===== src/rtl/fabric_uart_rx.sv =====
// fabric_uart_rx
// Receives 8-bit async serial frames (start, 8 data bits LSB first, optional
// parity, one stop bit) sampled at 16x oversampling, and queues each byte with
// its parity-error flag in a small show-ahead FIFO.
//
// Parameters:
//   BAUD_DIV   - clk cycles per 16x oversample tick (2..65535)
//   PARITY     - 0 none, 1 even, 2 odd
//   FIFO_DEPTH - receive FIFO entries, power of two, >= 2
// Ports:
//   clk, reset_n  - fabric clock, asynchronous active-low reset
//   rx            - serial input, idle high, asynchronous to clk
//   rx_data       - head-of-FIFO byte
//   rx_perr       - parity-error flag stored with the head byte
//   rx_valid      - FIFO not empty
//   rx_ready      - consumer accepts the head byte
//   framing_err   - one-cycle pulse, stop bit sampled low
//   overflow      - one-cycle pulse, byte dropped on a full FIFO
//   rx_busy       - receive FSM not idle
//   dbg_state     - current FSM state encoding
//
// Handshake: a byte transfers on every rising clk edge where rx_valid and
// rx_ready are both high; rx_data/rx_perr are stable while rx_valid is high
// and rx_ready is low, and rx_valid never depends on rx_ready.
module fabric_uart_rx #(
    parameter int BAUD_DIV   = 27,
    parameter int PARITY     = 0,
    parameter int FIFO_DEPTH = 4
) (
    input  logic       clk,
    input  logic       reset_n,
    input  logic       rx,
    output logic [7:0] rx_data,
    output logic       rx_perr,
    output logic       rx_valid,
    input  logic       rx_ready,
    output logic       framing_err,
    output logic       overflow,
    output logic       rx_busy,
    output logic [2:0] dbg_state
);

    localparam int AW = $clog2(FIFO_DEPTH);

    typedef enum logic [2:0] {
        S_IDLE  = 3'd0,
        S_START = 3'd1,
        S_DATA  = 3'd2,
        S_PAR   = 3'd3,
        S_STOP  = 3'd4,
        S_BREAK = 3'd5
    } state_t;

    state_t state, state_nxt;

    logic        rx_meta, rx_sync;
    logic [15:0] div_cnt;
    logic        tick;
    logic [3:0]  smp_cnt;
    logic [2:0]  bit_cnt;
    logic [7:0]  shreg;
    logic        perr;

    logic        smp_clr, shift_en, par_en, push, ferr_set;
    logic        mid_start, bit_done;

    logic [8:0]  mem [FIFO_DEPTH];
    logic [AW:0] wr_ptr, rd_ptr;
    logic        empty, full, pop, push_ok;

    // Two-flop synchroniser; idles at 1 so reset never looks like a start bit.
    always_ff @(posedge clk or negedge reset_n) begin
        if (!reset_n) begin
            rx_meta <= 1'b1;
            rx_sync <= 1'b1;
        end else begin
            rx_meta <= rx;
            rx_sync <= rx_meta;
        end
    end

    // Free-running oversample tick.
    assign tick = (div_cnt == 16'(BAUD_DIV - 1));

    always_ff @(posedge clk or negedge reset_n) begin
        if (!reset_n)  div_cnt <= '0;
        else if (tick) div_cnt <= '0;
        else           div_cnt <= div_cnt + 16'd1;
    end

    always_ff @(posedge clk or negedge reset_n) begin
        if (!reset_n)     smp_cnt <= '0;
        else if (smp_clr) smp_cnt <= '0;
        else if (tick)    smp_cnt <= smp_cnt + 4'd1;
    end

    // Start bit is checked on the tick that takes the count to 7 (mid-bit);
    // later bits on the tick where the count wraps 15 -> 0, one full bit on.
    assign mid_start = tick && (smp_cnt == 4'd6);
    assign bit_done  = tick && (smp_cnt == 4'd15);

    always_ff @(posedge clk or negedge reset_n) begin
        if (!reset_n) state <= S_IDLE;
        else          state <= state_nxt;
    end

    always_comb begin
        state_nxt = state;
        smp_clr   = 1'b0;
        shift_en  = 1'b0;
        par_en    = 1'b0;
        push      = 1'b0;
        ferr_set  = 1'b0;
        case (state)
            S_IDLE: begin
                if (!rx_sync) begin
                    state_nxt = S_START;
                    smp_clr   = 1'b1;
                end
            end
            S_START: begin
                if (mid_start) begin
                    if (!rx_sync) begin
                        state_nxt = S_DATA;
                        smp_clr   = 1'b1;
                    end else begin
                        state_nxt = S_IDLE;
                    end
                end
            end
            S_DATA: begin
                if (bit_done) begin
                    shift_en = 1'b1;
                    if (bit_cnt == 3'd7)
                        state_nxt = (PARITY != 0) ? S_PAR : S_STOP;
                end
            end
            S_PAR: begin
                if (bit_done) begin
                    par_en    = 1'b1;
                    state_nxt = S_STOP;
                end
            end
            S_STOP: begin
                if (bit_done) begin
                    if (rx_sync) begin
                        push      = 1'b1;
                        state_nxt = S_IDLE;
                    end else begin
                        ferr_set  = 1'b1;
                        state_nxt = S_BREAK;
                    end
                end
            end
            S_BREAK: begin
                if (rx_sync) state_nxt = S_IDLE;
            end
            default: state_nxt = S_IDLE;
        endcase
    end

    // Frame datapath. bit_cnt and perr are cleared while idle so each frame
    // starts fresh; with PARITY = 0 perr is never set.
    always_ff @(posedge clk or negedge reset_n) begin
        if (!reset_n) begin
            bit_cnt <= '0;
            shreg   <= '0;
            perr    <= 1'b0;
        end else begin
            if (state == S_IDLE) begin
                bit_cnt <= '0;
                perr    <= 1'b0;
            end
            if (shift_en) begin
                shreg   <= {rx_sync, shreg[7:1]};
                bit_cnt <= bit_cnt + 3'd1;
            end
            if (par_en)
                perr <= (^shreg) ^ rx_sync ^ (PARITY == 2);
        end
    end

    // Show-ahead FIFO; the extra pointer MSB separates full from empty.
    assign empty   = (wr_ptr == rd_ptr);
    assign full    = (wr_ptr[AW] != rd_ptr[AW]) && (wr_ptr[AW-1:0] == rd_ptr[AW-1:0]);
    assign pop     = rx_valid && rx_ready;
    assign push_ok = push && (!full || pop);

    always_ff @(posedge clk or negedge reset_n) begin
        if (!reset_n) begin
            wr_ptr      <= '0;
            rd_ptr      <= '0;
            overflow    <= 1'b0;
            framing_err <= 1'b0;
            for (int i = 0; i < FIFO_DEPTH; i++) mem[i] <= '0;
        end else begin
            if (push_ok) begin
                mem[wr_ptr[AW-1:0]] <= {perr, shreg};
                wr_ptr              <= wr_ptr + {{AW{1'b0}}, 1'b1};
            end
            if (pop)
                rd_ptr <= rd_ptr + {{AW{1'b0}}, 1'b1};
            overflow    <= push && full && !pop;
            framing_err <= ferr_set;
        end
    end

    assign rx_data   = mem[rd_ptr[AW-1:0]][7:0];
    assign rx_perr   = mem[rd_ptr[AW-1:0]][8];
    assign rx_valid  = !empty;
    assign rx_busy   = (state != S_IDLE);
    assign dbg_state = state;

endmodule

===== config.mk =====
export PLATFORM = sky130hd
export DESIGN_NAME = fabric_uart_rx
export DESIGN_NICKNAME = d
export VERILOG_FILES = /design/src/rtl/fabric_uart_rx.sv
export SDC_FILE = /design/constraint.sdc
export NUM_CORES = 1
export LEC_CHECK = 0
export CAP_MARGIN = 20
export CORE_MARGIN = 2
export CORE_UTILIZATION = 64
export DETAILED_ROUTE_END_ITERATION = 8
export PLACE_DENSITY = 0.86
export SKIP_CTS_REPAIR_TIMING = 1
export SYNTH_ARGS = -nofsm -noshare
export SYNTH_HDL_FRONTEND = slang
export SYNTH_SLANG_ARGS = --single-unit

===== constraint.sdc =====
create_clock -name clk -period 3.5 [get_ports clk]
set_clock_uncertainty 0.1 [all_clocks]
set_input_delay 0.35 -clock clk [delete_from_list [all_inputs] [get_ports clk]]
set_output_delay 0.35 -clock clk [all_outputs]
set_load 0.01 [all_outputs]

==> results of run 1 <==
## synth_stat cells, types with 2 or more instances
| master | n |
|---|---|
| o21ai_0 | 10 |
| clkbuf_1 | 3 |
| mux4_2 | 9 |
| xor2_1 | 8 |
| mux2_2 | 45 |
| and3_1 | 2 |
| nor3_1 | 4 |
| a21oi_1 | 2 |
| nor4_1 | 3 |
| and4_1 | 2 |
| nand3_1 | 9 |
| xnor2_1 | 23 |
| ha_1 | 11 |
| a31oi_1 | 2 |
| inv_1 | 9 |
| nor4b_1 | 3 |
| nor2_1 | 15 |
| dfrtp_1 | 79 |
| dfstp_2 | 2 |
| nand4_1 | 7 |
| nand2_2 | 4 |
| nand2_1 | 23 |
## final timing paths
path,endpoint,depth (start not counted),slack (ns)
setup / recovery,smp_cnt[2],7,0.71
hold / removal,mem[19],2,0.24
hold reg to reg,rx_sync,0,0.26
setup reg to reg,smp_cnt[2],7,0.71
max in group asynchronous,rx_meta,3,2.47
min in group clk,rx_sync,0,0.26
## area by class of cell
class / instances / area (um2)
Clock inverter: 3 / 40.0
Timing Repair Buffer: 23 / 240
Multi-Input combinational cell: 202 / 1730
Tap cell: 75 / 93.8
Sequential cell: 81 / 2030
Fill cell: 401 / 1540
Inverter: 9 / 33.8
Clock buffer: 13 / 149
## where the power goes
group | leakage, nW | internal, mW | switching, mW
Clock | 0.0974 | 0.348 | 0.316
Sequential | 1.10 | 0.937 | 0.00142
Combinational | 0.806 | 0.00831 | 0.0205
## cells by family (layout without fill, tap and decap cells)
family / after synthesis / after routing / synth area share [%]
xor gates and xnor gates: 31 / 31 / 7.10
DFF: 81 / 81 / 53.1
and+or+nand+nor: 84 / 84 / 12.1
muxes: 55 / 55 / 18.8
adders and majority gates: 11 / 11 / 3.60
AOI/OAI and AO/OA: 21 / 21 / 3.57
buffers and inverters: 15 / 48 / 1.77
## stage by stage
stage	util [%]	std cells	setup slack (ns)	instance area, um2
5_1_grt	73.7	406	0.356	4310
3_3_place_gp	69.8	388	0.818	4090
3_5_place_dp	69.8	388	0.719	4090
4_1_cts	73.1	404	0.694	4280
2_1_floorplan	-	298	1.19	3820
6_report	73.7	406	0.706	4310
## registers in the layout, summed over array words and instances, names as in the netlist
| signal | count |
|---|---|
| dbg_state | 3 |
| perr | 1 |
| rx_sync | 1 |
| mem | 36 |
| rd_ptr | 3 |
| bit_cnt | 3 |
| rx_meta | 1 |
| framing_err | 1 |
| overflow | 1 |
| div_cnt | 16 |
| shreg | 8 |
| wr_ptr | 3 |
| smp_cnt | 4 |
## per-layer routing
metal / global-route usage (%) / up-vias
li1: - / 1124
met3: 6.67 / 9
met1: 29.3 / 1202
met4: 7.97 / 0
met2: 38.5 / 37
met5: 0 / -
==> metrics.md, run 1 <==
| Metric | Value |
|---|---|
| Status | finished clean |
| Data arrival, critical path | 2.90 ns |
| Commonest non-fill, non-tap cell in the layout | dfrtp_1 |
| Layout cell share with drive strength beyond 1 | 24.5% |
| Nets | 341 |
| Top_reg_cell synth | dfrtp_1 |
| GP Congestion | 0.838 |
| Final hold slack | 0.236 ns |
| GR Overflow Total | 0 |
| Slowest CP cell | a2111oi_0 |
| Met1 Wirelength | 3080 um |
| Routed len/inst | 16.8 um |
| CP bufs+invs | 1 |
| Leakage power | 2.00 nW |
| Post-synthesis register bit count | 81 |
| Synthesized area | 3820 um2 |
| Layout area overhead | 12.8% |
| Top layer in use | met4 |
| Starting Density | 65.4% |
| Achievable frequency | 358 MHz |
| Vias | 2372 |
| Critical path, cell by cell | inv_1 > ha_1 > nor4bb_1 > and4_1 > nand4b_1 > a2111oi_0 > nor2_1 |
| Antenna cell count | 0 |
| Largest net degree at the start of global routing | 82 |
| DRT Wirelength | 6810 um |
| FP Rows | 28 |
| Vias/cell | 5.84 |
| Core area | 5850 um2 |
| Detail Route met3 WL | 229 um |
| Pwr/cell area | 378 nW/um2 |
| EDFF count, synth | 0 |
| Pwr Total | 1.63 mW |
| Worst Tran Pin Value | 0.891 ns |
| Post-route DRC violation count | 0 |
| CTS tree | done |
| Worst setup startpoint | div_cnt[0] |
| Max incr delay on CP | 0.82 ns |
| Ports | 20 |
| Peak supply drop | 0.473 mV |
| Top cell type's share of synthesized area | 51.7% |
| Clk Latency, worst-skew pair | 0.35 ns |
| Synth Warn # | 0 |
| Clock H-tree levels | 3 |
| Avg Cell Area, Syn | 12.8 um2 |
| Critical Path End Type | flop |
| Die Wd | 81.3 um |
| DRT antenna net count | 0 |
| CP required | 3.60 ns |
| MaxCap Viol Count | 0 |
| Leading area contributor after synthesis | dfrtp_1 |
| Root Buffer | clkbuf_8 |
| Met2 Wirelength | 3420 um |
| Commonest cells after routing, fill and taps aside | 79 x dfrtp_1, 45 x mux2_2, 23 x nand2_1, 23 x xnor2_1, 18 x clkdlybuf4s50_1 |
| Dpl hpwl | 4550 um |
| Minimum clock period after layout | 2.79 ns |
| Clk sinks | 81 |
| Worst-case clock buffer depth | 2 |
| Gr usage total | 23.2% |
| Ys async rst share | 100% |
| Initial DRC count | 111 |
| Die footprint | 6610 um2 |
| Vias in the first global route | 2346 |
| CP Launch Type | flop |
| Iteration count of the initial detailed-routing pass | 4 |
| Buffers added on ports | 19 |
| Crit share post-route | 79.8% |
| Fin. Hold Viols | 0 |
| Sequential area share after synthesis | 53.1% |
| TritonCTS Buffers | 9 |
| Worst min path class | input pin to async pin |
| Final Setup Violations | 0 |
| Crit Reg-Reg Startpoint | div_cnt[0] |
| Post-synthesis net count | 313 |
| CP top delay family | simple AND/OR/NAND/NOR gates |
| Crit path max fanout | 11 |
| First-pass GRT wire length | 11200 um |
| Critical path type | flop to flop |
| Post-synth cell types | 45 |
| Setup tns final | 0 ns |
| Die height | 81.3 um |
| Worst-path clk slew | 0.07 ns |
| RSZ-0062 raised after global routing | no |
| Initial antenna violation count | 0 |
| Largest cells by area after synthesis | dfrtp_1 52%, mux2_2 13%, mux4_2 5.3% |
| Rel. slew slack | 39.0% |
| Mapped Cells | 298 |
| Pins Over Slew Limit | 0 |
Note: power is estimated with default switching activity, not from simulation.
==> run 2: changes to the inputs <==
--- a/config.mk
+++ b/config.mk
@@ -7,9 +7,9 @@
 export LEC_CHECK = 0
 export CAP_MARGIN = 20
 export CORE_MARGIN = 2
-export CORE_UTILIZATION = 64
+export CORE_UTILIZATION = 54
 export DETAILED_ROUTE_END_ITERATION = 8
-export PLACE_DENSITY = 0.86
+export PLACE_DENSITY = 0.78
 export SKIP_CTS_REPAIR_TIMING = 1
 export SYNTH_ARGS = -nofsm -noshare
 export SYNTH_HDL_FRONTEND = slang
==> constraint.sdc (replaced) <==
create_clock -name clk -period 2.3 [get_ports clk]
set_clock_uncertainty 0.1 [all_clocks]
set_input_delay 0.23 -clock clk [delete_from_list [all_inputs] [get_ports clk]]
set_output_delay 0.23 -clock clk [all_outputs]
set_load 0.01 [all_outputs]
==> run 2 against run 1 <==
Setup slack worse by 0.67 ns. Core utilization is 7.3 points lower. Cell count increased by 8.1%. Total power is 61% higher. Combinational power increased by 57%. Die area is 18% higher. Highest routed layer unchanged. Largest cell class unchanged. Sequential share of layout area is 2.3 points lower.
==> metrics.md, run 2 (synthesis gave the netlist of run 1 again) <==
| Metric | Value |
|---|---|
| Filler cell count | 520 |
| Sequential cell area | 2030 um2 |
| Pwr/cell area | 579 nW/um2 |
| Final instance area | 4540 um2 |
| Critical path type | flop to output pin |
| MaxCap Viol Count | 0 |
| Initial antenna violation count | 0 |
| Iteration count of the initial detailed-routing pass | 4 |
| Clock H-tree levels | 3 |
| Gr usage total | 19.5% |
| Layout area overhead | 18.6% |
| Minimum clock period after layout | 2.26 ns |
| Antenna cell count | 0 |
| Starting Density | 56.0% |
| Buffers added on ports | 19 |
| Vias | 2419 |
| Dpl hpwl | 4630 um |
| CTS tree | done |
| Clk Latency, worst-skew pair | 0.36 ns |
| Max reg flops | 36 |
| Commonest non-fill, non-tap cell in the layout | dfrtp_1 |
| Achievable frequency | 442 MHz |
| GR Overflow Total | 0 |
| Final hold slack | 0.180 ns |
| Die Wd | 88.1 um |
| Layout cell share with drive strength beyond 1 | 29.4% |
| Initial DRC count | 93 |
| CP required | 1.97 ns |
| CP Launch Type | flop |
| Worst-path clk slew | 0.08 ns |
| Largest net degree at the start of global routing | 43 |
| DRT Wirelength | 6980 um |
| Status | finished clean |
| FP Rows | 30 |
| Rel. slew slack | 65.3% |
| Routed len/inst | 15.9 um |
| First-pass GRT wire length | 11400 um |
| DRT antenna net count | 0 |
| Core area | 6830 um2 |
| Biggest regs | mem x36, div_cnt x16, shreg x8 |
| Die height | 88.1 um |
| Reg with most FFs | mem |
| Worst Tran Pin Value | 0.520 ns |
| TritonCTS Buffers | 9 |
| Cell Area, Placed | 4200 um2 |
| Crit share post-route | 98.3% |
| Data arrival, critical path | 1.93 ns |
| Pins Over Slew Limit | 0 |
| Vias in the first global route | 2271 |
| Critical Path End Type | output pin |
| Die footprint | 7770 um2 |
| Post-route DRC violation count | 0 |
| Ports | 20 |
| Final Setup Violations | 0 |
| R2r setup slk | 0.12 ns |
| Root Buffer | clkbuf_8 |
| Worst-case clock buffer depth | 2 |
| Nets | 353 |
| Vias/cell | 5.51 |
| Leakage power | 2.26 nW |
| GP Congestion | 0.882 |
| Worst min path class | input pin to flop |
| Commonest cells after routing, fill and taps aside | 78 x dfrtp_1, 45 x mux2_2, 23 x nand2_1, 23 x xnor2_1, 15 x nor2_1 |
| Fin. Hold Viols | 0 |
| Multi-input logic area | 1780 um2 |
| Crit path max fanout | 9 |
| Clk sinks | 81 |
| Peak supply drop | 0.435 mV |
==> run 2: power breakdown <==
| group | switching [mW] | total, mW | internal [mW] | leakage [nW] |
|---|---|---|---|---|
| clock | 0.516 | 1.16 | 0.640 | 0.113 |
| sequential | 0.000821 | 1.43 | 1.43 | 1.10 |
| combinational | 0.0329 | 0.0452 | 0.0123 | 1.04 |
| total | 0.550 | 2.63 | 2.08 | 2.26 |
==> run 2: final timing paths <==
| path | from | end | cells past startpoint |
|---|---|---|---|
| worst min register to register | rx_meta | rx_sync | 0 |
| worst max register to register | div_cnt[0] | mem[30] | 8 |
| worst max-delay path | rd_ptr[0] | rx_data[2] | 3 |
| worst min-delay path | rx | rx_meta | 1 |
| max in group asynchronous | reset_n | mem[11] | 3 |
| min in group asynchronous | reset_n | div_cnt[6] | 2 |
==> run 2: layout make-up <==
cell class,count,share of cell area [%]
Clock inverter,5,1.74
Timing Repair Buffer,35,7.72
Inverter,9,0.745
Tap cell,96,2.65
Multi-Input combinational cell,202,39.3
Sequential cell,81,44.8
Clock buffer,11,3.12
==> run 2: metrics by stage <==
stage               total power, mW  util [%]  setup WS [ns]  std cells  TNS, ns
floorplan                      1.46         -         0.0179        298        0
global placement               1.50      61.5         0.0700        419        0
detailed placement             1.50      61.5         0.0111        419        0
CTS                            2.65      64.7         -0.166        435    -1.36
global route                   2.72      66.4        -0.0127        439  -0.0590
finish                         2.63      66.4         0.0382        439        0
==> run 2: critical path, stage by stage, from the launching register on <==
cell	delay, ns
dfrtp_2	0.43
buf_12	0.16
mux4_2	0.49
clkdlybuf4s50_1	0.49
==> run 2: metal layers <==
| layer | share of wire [%] | vias to the layer above | GRT usage [%] | wire length (um) |
|---|---|---|---|---|
| met3 | 4.1 | 10 | 4.71 | 289 |
| li1 | - | 1153 | - | - |
| met4 | 1.6 | 0 | 7.02 | 109 |
| met5 | 0 | - | 0 | 0 |
| met2 | 47 | 42 | 28.7 | 3260 |
| met1 | 48 | 1214 | 28.4 | 3320 |
